`config.mk`:
```
export PLATFORM = sky130hd
export DESIGN_NAME = idex_pipeline_reg
export DESIGN_NICKNAME = d
export VERILOG_FILES = /design/src/rtl/scpu_pkg.sv /design/src/rtl/idex_pipeline_reg_event_counter.sv /design/src/rtl/idex_pipeline_reg.sv
export SDC_FILE = /design/constraint.sdc
export NUM_CORES = 1
export LEC_CHECK = 0
export CORE_AREA = 5 5 168 170
export DETAILED_ROUTE_END_ITERATION = 6
export DIE_AREA = 0 0 173 175
export GPL_TIMING_DRIVEN = 0
export PLACE_DENSITY = 0.72
export SLEW_MARGIN = 20
export SYNTH_ARGS = -nofsm -noshare
export SYNTH_HDL_FRONTEND = slang
export SYNTH_SLANG_ARGS = --single-unit
```
`constraint.sdc`:
```
create_clock -name clk -period 2.15 [get_ports clk]
set_input_delay 0.43 -clock clk [delete_from_list [all_inputs] [get_ports clk]]
set_output_delay 0.43 -clock clk [all_outputs]
set_load 0.02 [all_outputs]
```
`src/rtl/scpu_pkg.sv`:
```
// scpu_pkg: constants and helpers shared across the scpu pipeline stages
package scpu_pkg;

    localparam logic [31:0] NOP_INST = 32'h00000013;

    localparam int CTRL_W            = 12;
    localparam int CTRL_REG_WRITE    = 11;
    localparam int CTRL_MEM_READ     = 10;
    localparam int CTRL_MEM_WRITE    = 9;
    localparam int CTRL_MEM_TO_REG_H = 8;
    localparam int CTRL_MEM_TO_REG_L = 7;
    localparam int CTRL_ALU_SRC      = 6;
    localparam int CTRL_ALU_OP_H     = 5;
    localparam int CTRL_ALU_OP_L     = 2;
    localparam int CTRL_BRANCH       = 1;
    localparam int CTRL_JUMP         = 0;

    localparam logic [6:0] OPC_LOAD   = 7'b0000011;
    localparam logic [6:0] OPC_STORE  = 7'b0100011;
    localparam logic [6:0] OPC_OPIMM  = 7'b0010011;
    localparam logic [6:0] OPC_OP     = 7'b0110011;
    localparam logic [6:0] OPC_BRANCH = 7'b1100011;
    localparam logic [6:0] OPC_JAL    = 7'b1101111;
    localparam logic [6:0] OPC_JALR   = 7'b1100111;
    localparam logic [6:0] OPC_LUI    = 7'b0110111;
    localparam logic [6:0] OPC_AUIPC  = 7'b0010111;

    typedef enum logic [1:0] {
        ACT_HOLD   = 2'd0,
        ACT_FLUSH  = 2'd1,
        ACT_BUBBLE = 2'd2,
        ACT_PASS   = 2'd3
    } idex_action_e;

    // Stall beats flush beats load-use bubble; otherwise the ID fields pass through.
    function automatic idex_action_e idex_action(input logic stall, input logic flush, input logic zero);
        return stall ? ACT_HOLD : flush ? ACT_FLUSH : zero ? ACT_BUBBLE : ACT_PASS;
    endfunction

endpackage

```
`src/rtl/idex_pipeline_reg_event_counter.sv`:
```
// event_counter: free-running wrapping event counter with enable and sync active-low reset
module event_counter #(
    parameter int WIDTH = 32
) (
    input  logic             clk,
    input  logic             rstn,
    input  logic             i_en,
    output logic [WIDTH-1:0] o_count
);

    logic [WIDTH-1:0] r_count;

    // Count enabled events, wrapping naturally at 2^WIDTH.
    always_ff @(posedge clk) begin
        if (!rstn) r_count <= '0;
        else if (i_en) r_count <= r_count + 1'b1;
    end

    assign o_count = r_count;

endmodule

```
`src/rtl/idex_pipeline_reg.sv`:
```
// idex_pipeline_reg: ID/EX pipeline register with stall, flush, load-use bubble and event counters
module idex_pipeline_reg
    import scpu_pkg::*;
#(
    parameter int          XLEN      = 32,
    parameter int          CNT_WIDTH = 32,
    parameter logic [31:0] NOP_INST  = scpu_pkg::NOP_INST
) (
    input  logic                 clk,
    input  logic                 rstn,
    input  logic                 idexin_stall,
    input  logic                 idexin_flush,
    input  logic                 idexin_zero,
    input  logic                 idexin_valid,
    input  logic [XLEN-1:0]      idexin_pc,
    input  logic [31:0]          idexin_inst,
    input  logic [XLEN-1:0]      idexin_rs1_data,
    input  logic [XLEN-1:0]      idexin_rs2_data,
    input  logic [XLEN-1:0]      idexin_imm,
    input  logic [4:0]           idexin_rs1_addr,
    input  logic [4:0]           idexin_rs2_addr,
    input  logic [4:0]           idexin_rd_addr,
    input  logic [CTRL_W-1:0]    idexin_ctrl,
    output logic                 idexout_valid,
    output logic [XLEN-1:0]      idexout_pc,
    output logic [31:0]          idexout_inst,
    output logic [XLEN-1:0]      idexout_rs1_data,
    output logic [XLEN-1:0]      idexout_rs2_data,
    output logic [XLEN-1:0]      idexout_imm,
    output logic [4:0]           idexout_rs1_addr,
    output logic [4:0]           idexout_rs2_addr,
    output logic [4:0]           idexout_rd_addr,
    output logic [CTRL_W-1:0]    idexout_ctrl,
    output logic [CNT_WIDTH-1:0] idexout_bubble_cnt,
    output logic [CNT_WIDTH-1:0] idexout_flush_cnt
);

    idex_action_e w_action;
    logic         w_load_bubble;
    logic         w_load_pass;
    logic         w_flush_evt;
    logic         w_bubble_evt;

    logic              r_valid;
    logic [XLEN-1:0]   r_pc;
    logic [31:0]       r_inst;
    logic [XLEN-1:0]   r_rs1_data;
    logic [XLEN-1:0]   r_rs2_data;
    logic [XLEN-1:0]   r_imm;
    logic [4:0]        r_rs1_addr;
    logic [4:0]        r_rs2_addr;
    logic [4:0]        r_rd_addr;
    logic [CTRL_W-1:0] r_ctrl;

    assign w_action      = idex_action(idexin_stall, idexin_flush, idexin_zero);
    assign w_flush_evt   = (w_action == ACT_FLUSH);
    assign w_bubble_evt  = (w_action == ACT_BUBBLE);
    assign w_load_bubble = w_flush_evt | w_bubble_evt;
    assign w_load_pass   = (w_action == ACT_PASS);

    // Pipeline state: reset and bubble both load a NOP; hold is the implicit default.
    always_ff @(posedge clk) begin
        if (!rstn || w_load_bubble) begin
            r_valid    <= 1'b0;
            r_pc       <= '0;
            r_inst     <= NOP_INST;
            r_rs1_data <= '0;
            r_rs2_data <= '0;
            r_imm      <= '0;
            r_rs1_addr <= '0;
            r_rs2_addr <= '0;
            r_rd_addr  <= '0;
            r_ctrl     <= '0;
        end else if (w_load_pass) begin
            r_valid    <= idexin_valid;
            r_pc       <= idexin_pc;
            r_inst     <= idexin_inst;
            r_rs1_data <= idexin_rs1_data;
            r_rs2_data <= idexin_rs2_data;
            r_imm      <= idexin_imm;
            r_rs1_addr <= idexin_rs1_addr;
            r_rs2_addr <= idexin_rs2_addr;
            r_rd_addr  <= idexin_rd_addr;
            r_ctrl     <= idexin_ctrl;
        end
    end

    event_counter #(.WIDTH(CNT_WIDTH)) u_bubble_cnt (
        .clk     (clk),
        .rstn    (rstn),
        .i_en    (w_bubble_evt),
        .o_count (idexout_bubble_cnt)
    );

    event_counter #(.WIDTH(CNT_WIDTH)) u_flush_cnt (
        .clk     (clk),
        .rstn    (rstn),
        .i_en    (w_flush_evt),
        .o_count (idexout_flush_cnt)
    );

    assign idexout_valid    = r_valid;
    assign idexout_pc       = r_pc;
    assign idexout_inst     = r_inst;
    assign idexout_rs1_data = r_rs1_data;
    assign idexout_rs2_data = r_rs2_data;
    assign idexout_imm      = r_imm;
    assign idexout_rs1_addr = r_rs1_addr;
    assign idexout_rs2_addr = r_rs2_addr;
    assign idexout_rd_addr  = r_rd_addr;
    assign idexout_ctrl     = r_ctrl;

endmodule

```
[Yosys cells after proc, flatten, opt, wreduce, memory -nomap -nowiden]
Cells that the tools add are included.
Storage, ports and cells
  register bits after elaboration: 252
Operators by class
  equality and inequality tests: 3
  bitwise logic cells: 1
  add/subtract/negate cells: 2
  reduce and logical (&&, ||, !) cells: 2
  muxes and demuxes: 3
Operators by type and width (number)
  32-bit by 1-bit adder with 32-bit output, second input constant: 2
  2-bit equality test, second input constant: 2
  2-bit 2-to-1 mux: 2
  2-bit by 1-bit equality test with 1-bit output, second input constant: 1
  1-bit zero test: 1
  1-bit logical OR: 1
  1-bit 2-to-1 mux: 1
  1-bit bitwise OR: 1

[Longest topological paths before layout]
  word-level depth: 6
  mapped depth: 7
  gate-level depth less buffers: 5

[By module]
From an unflattened synthesis, not the netlist that was laid out.
Second synthesis, totals
  cells, all modules: 967
  area total of the unflattened synthesis: 9879.5 um^2
Modules (own cells, without submodules)
  idex_pipeline_reg: instances 1, area each 6754.0 um^2, cells an instance 615
  event_counter: instances 2, area each 1562.7 um^2, cells an instance 176

[Worst setup path before layout]
Ideal clock, no wire load.
  path type: register -> register
  from: reg u_bubble_cnt.r_count[10] (netlist: u_bubble_cnt.o_count[10])
  to: reg u_bubble_cnt.r_count[27] (netlist: u_bubble_cnt.o_count[27])
  cell stages (with the launch flop): 6
  data required time: 2080 ps
  library setup time: 70 ps
  path buffers: 1
  period minus slack after synthesis: 1934 ps
  setup slack: 216 ps
  arrival time: 1864 ps
  cells stage by stage: dfxtp_1 > nand4_1 > or4_4 > buf_6 > or4_1 > a21oi_1
On the way
  word-level cells in the longest chain between the ends: 1
RTL lines
  start: declaration: RTL line idex_pipeline_reg_event_counter.sv:11  | logic [WIDTH-1:0] r_count;
  start signal: assignment: RTL line idex_pipeline_reg_event_counter.sv:16  | else if (i_en) r_count <= r_count + 1'b1;
  32-bit by 1-bit adder with 32-bit output: RTL line idex_pipeline_reg_event_counter.sv:16
Every way passes these cells.
A chain may end at the register's enable or synchronous reset.

[Worst setup path in the final report]
  from: reg u_bubble_cnt.r_count[17] (netlist: u_bubble_cnt.o_count[17])
  to: out idexout_bubble_cnt[17]
RTL lines
  end: declaration: RTL line idex_pipeline_reg.sv:34  | output logic [CNT_WIDTH-1:0] idexout_bubble_cnt,
No word-level cell between the ends.

==> summary.md <==
| Metric | Value |
|---|---|
| DR vias/cell | `4.999` |
| First-pass iteration count of the detailed router | `5` |
| Number of cells on the critical path | `1` |
| Maximum capacitance violations | `0` |
| Register Area | `5045 sq um` |
| Largest net degree at the start of global routing | `14` |
| Pleak | `5.265 nW` |
| CTS Hold Bufs | `0` |
| Total GRT Usage | `22.63%` |
| CP Max Fanout | `5` |
| Fin. max-slew vios | `0` |
| Slowest-stage cell, CP | `clkdlybuf4s50_1` |
| Clk_skew | `0.01000 ns` |
| Setup_tns | `0 ns` |
| Most common cell after layout, fill and taps aside | `clkdlybuf4s50_1` |
| DP Worst Slack | `-0.9430 ns` |
| Via count | `~10k` |
| Relative slew slack | `56.69%` |
| Die height | `175 um` |
| Pwr Density | `668.0 nW/um^2` |
| Core area | `~27000 sq um` |
| Avg WL per Cell | `18.22 um` |
| Crit-path cells | `clkdlybuf4s50_1` |
| Top delay family on crit path | `buffers and inverters` |
| Worst Path Class, Setup | `flip-flop to output port` |
| Root buf cell | `clkbuf_16` |
| Cells after Synth | `1175` |
| Fin crit period | `2.083 ns` |
| Ratio of cells with drive above 1 in the final layout | `around 5.5%` |
| Post-Syn Area per Cell | `8.097 sq um` |
| Overall routed net length | `36.58 mm` |
| DIE WIDTH | `approximately 170 um` |
| FP Rows | `60` |
| Clock latency on the worst-skew pair | `about 0.53 ns` |
| Fin area | `15310 sq um` |
| Launching point of the worst reg2reg path | `u_flush_cnt.o_count[0]$_SDFFE_PN0N_` |
| CP Launch Type | `flip-flop` |
| Post-Syn Area | `9514 sq um` |
| Multi-input gate area in the final layout | `4148 sq um` |
| # diodes | `0` |
| Initial antenna violation count | `4` |
| Outcome | `complete, no violations` |
| CP max stage delay | `0.68 ns` |
| Final worst setup slack | `0.06730 ns` |
| Initial Util | `about 36%` |
| Worst IR Drop VDD | `0.0005496 V` |
| Number of distinct library cells after synthesis | `42` |
| IO Pins | `445` |
| Num Clock Sinks | `between 200 and 300` |
| Most frequent cells in the layout | `clkdlybuf4s50_1 (439), nand2_1 (409), dfxtp_1 (252)` |
| Setup violations, final | `0` |
| Yosys reg bits | `252` |
| DR DRC count | `0` |
| Crit share post-route | `between 90 and 100%` |
| Worst EP arrival | `1.65 ns` |
| Hold Vio Cnt, Final | `0` |
| Nets@finish | `1845` |
| Clock transition at path regs | `0.06 ns` |
| FF-to-FF End | `u_flush_cnt.o_count[24]$_SDFFE_PN0N_` |
| Seq/Total Area, Yosys | `a little over half` |
| FMAX | `480.1 MHz` |
| WHS Path Cells | `3` |
| Die ar. | `roughly 30000 sq um` |
| First-pass GRT wire length | `approximately 55 mm` |
| CTS max path bufs | `3` |
| Fillers | `about 2.4k` |
| Hold-critical path endpoint | `idexout_inst[0]$_SDFFE_PP1N_` |
| Placer Congestion | `0.8683` |
| Global route overflow | `0` |
| Port buffer count | `between 400 and 500` |
| Reg2Reg Setup Slack | `about 0.17 ns` |
| RSZ-0062 raised after global routing | `no` |
| Area after DPL | `14380 sq um` |
| Worst slew pin tran | `0.6497 ns` |
| Worst path required time | `1.72 ns` |
| HPWL Detailed | `28.34 mm` |
| ANT nets after route | `0` |
| Worst hold path type | `input port to flip-flop` |
| Vias in the first global route | `9719` |
| Synth warn | `0` |
| Path depth of the worst reg2reg path | `5` |
| P&R area growth vs syn | `60.93%` |
| Buf+Inv Stages, Crit Path | `1` |
| CP endpoint kind | `output port` |
| Initial DRC Count | `599` |
| Cts bufs inserted | `28` |
| Post-Syn Nets | `1370` |
| H-tree depth | `1` |
| HP Start | `idexin_stall` |
| CTS tree | `yes` |
logic make-up (layout without fill, tap and decap cells):
family                     Yosys count  count (layout)  share of synthesized area [%]
and+or+nand+nor                    546             546                          25.55
AOI/OAI and AO/OA                  263             263                          14.83
DFF                                252             252                          53.02
buffers and inverters               86             578                          3.814
xor gates and xnor gates            17              17                          1.565
muxes                                9               9                         0.9469
adders and majority gates            2               2                         0.2630
sequential cells by signal (all words and copies together) (netlist names), 5 cells and up:
signal	cells
idexout_rd_addr	5
idexout_rs2_addr	5
idexout_inst	32
idexout_rs1_addr	5
idexout_rs1_data	32
idexout_imm	32
idexout_rs2_data	32
u_bubble_cnt.o_count	32
u_flush_cnt.o_count	32
idexout_ctrl	12
idexout_pc	32
worst max path at each step:
stage                                           from                                     to  slack [ns]
2_1_floorplan  u_bubble_cnt.o_count[10]$_SDFFE_PN0N_  u_bubble_cnt.o_count[27]$_SDFFE_PN0N_        0.22
3_3_place_gp                             idexin_zero           idexout_imm[18]$_SDFFE_PP0N_       -1.29
3_5_place_dp                             idexin_zero           idexout_imm[21]$_SDFFE_PP0N_       -0.94
4_1_cts        u_bubble_cnt.o_count[15]$_SDFFE_PN0N_                 idexout_bubble_cnt[15]        0.01
5_1_grt         u_bubble_cnt.o_count[8]$_SDFFE_PN0N_                  idexout_bubble_cnt[8]       0.001
6_report       u_bubble_cnt.o_count[17]$_SDFFE_PN0N_                 idexout_bubble_cnt[17]        0.07
layer usage:
layer  GRT usage, %  vias to the layer above  wire length [um]
met4          7.416                        8              1236
met2          40.82                      400             18190
met3          7.767                       76              3359
met5              0                        -                60
li1               -                     4926                 -
met1          25.01                     4627             13740
worst register-to-register path: cells and delay by family, from the launching register on:
family	cells	cell delay [ns]
adder cells (fa/ha/maj)	1	0.23
flip-flops	1	0.42
AND/OR/NAND/NOR	3	1.11
AO/OA/AOI/OAI	1	0.15
power breakdown:
part	leakage (nW)	internal, W	total, W	switching, W
registers	2.04	0.00474	0.00478	0.0000390
logic	2.81	0.000514	0.000983	0.000469
clock network	0.419	0.00262	0.00446	0.00185
area by class of cell:
| cell class | count | area share [%] |
|---|---|---|
| buffer | 79 | 2.321 |
| inverter | 6 | 0.1471 |
| clock buffer | 42 | 5.385 |
| timing repair buffer | 446 | 29.14 |
| clock inverter | 5 | 0.1798 |
| tap | 341 | 2.787 |
| multi-input combinational | 837 | 27.09 |
| sequential | 252 | 32.95 |
through the flow:
step,instances,power (W),hold WS (ns),utilization (%)
after floorplan,1175,0.005232,0.5345,-
after global placement,1958,0.005850,0.4408,54.05
after detailed placement,1959,0.005861,0.4455,54.10
after CTS,2005,0.01035,0.4035,57.34
after global routing,2008,0.01065,0.4267,57.61
final,2008,0.01023,0.4356,57.61
synthesized netlist by cell type (all sizes together):
master	instances	area [sq um]
a21oi	217	1086
and2	1	6.260
and3	9	57.56
and3b	1	8.760
and4	11	98.85
and4b	1	10.01
buf	23	121.4
clkbuf	56	210.2
clkinv	1	3.750
dfxtp	252	5045
dlygate4sd1	1	8.760
ha	2	25.02
inv	5	18.77
mux2i	9	90.09
nand2	409	1535
nand2b	12	75.07
nand3	21	105.1
nand4	18	140.1
nand4bb	1	11.26
nor2	20	75.07
nor2b	1	6.260
nor3	2	10.01
nor3b	1	18.77
nor4	2	12.51
o21a	1	7.510
o21ai	15	75.07
o311ai	6	52.55
o31ai	16	120.1
o41ai	8	70.07
or3	15	93.84
or4	19	146.4
or4b	2	20.02
xnor2	6	52.55
xor2	11	96.34
repair_timing:
item                                    in CTS  in global routing
resized for setup                            8                 24
buffers inserted                             0                  3
pin swaps                                    0                  1
endpoints found under the setup margin     154                137
(Power assumes the default switching activity.)
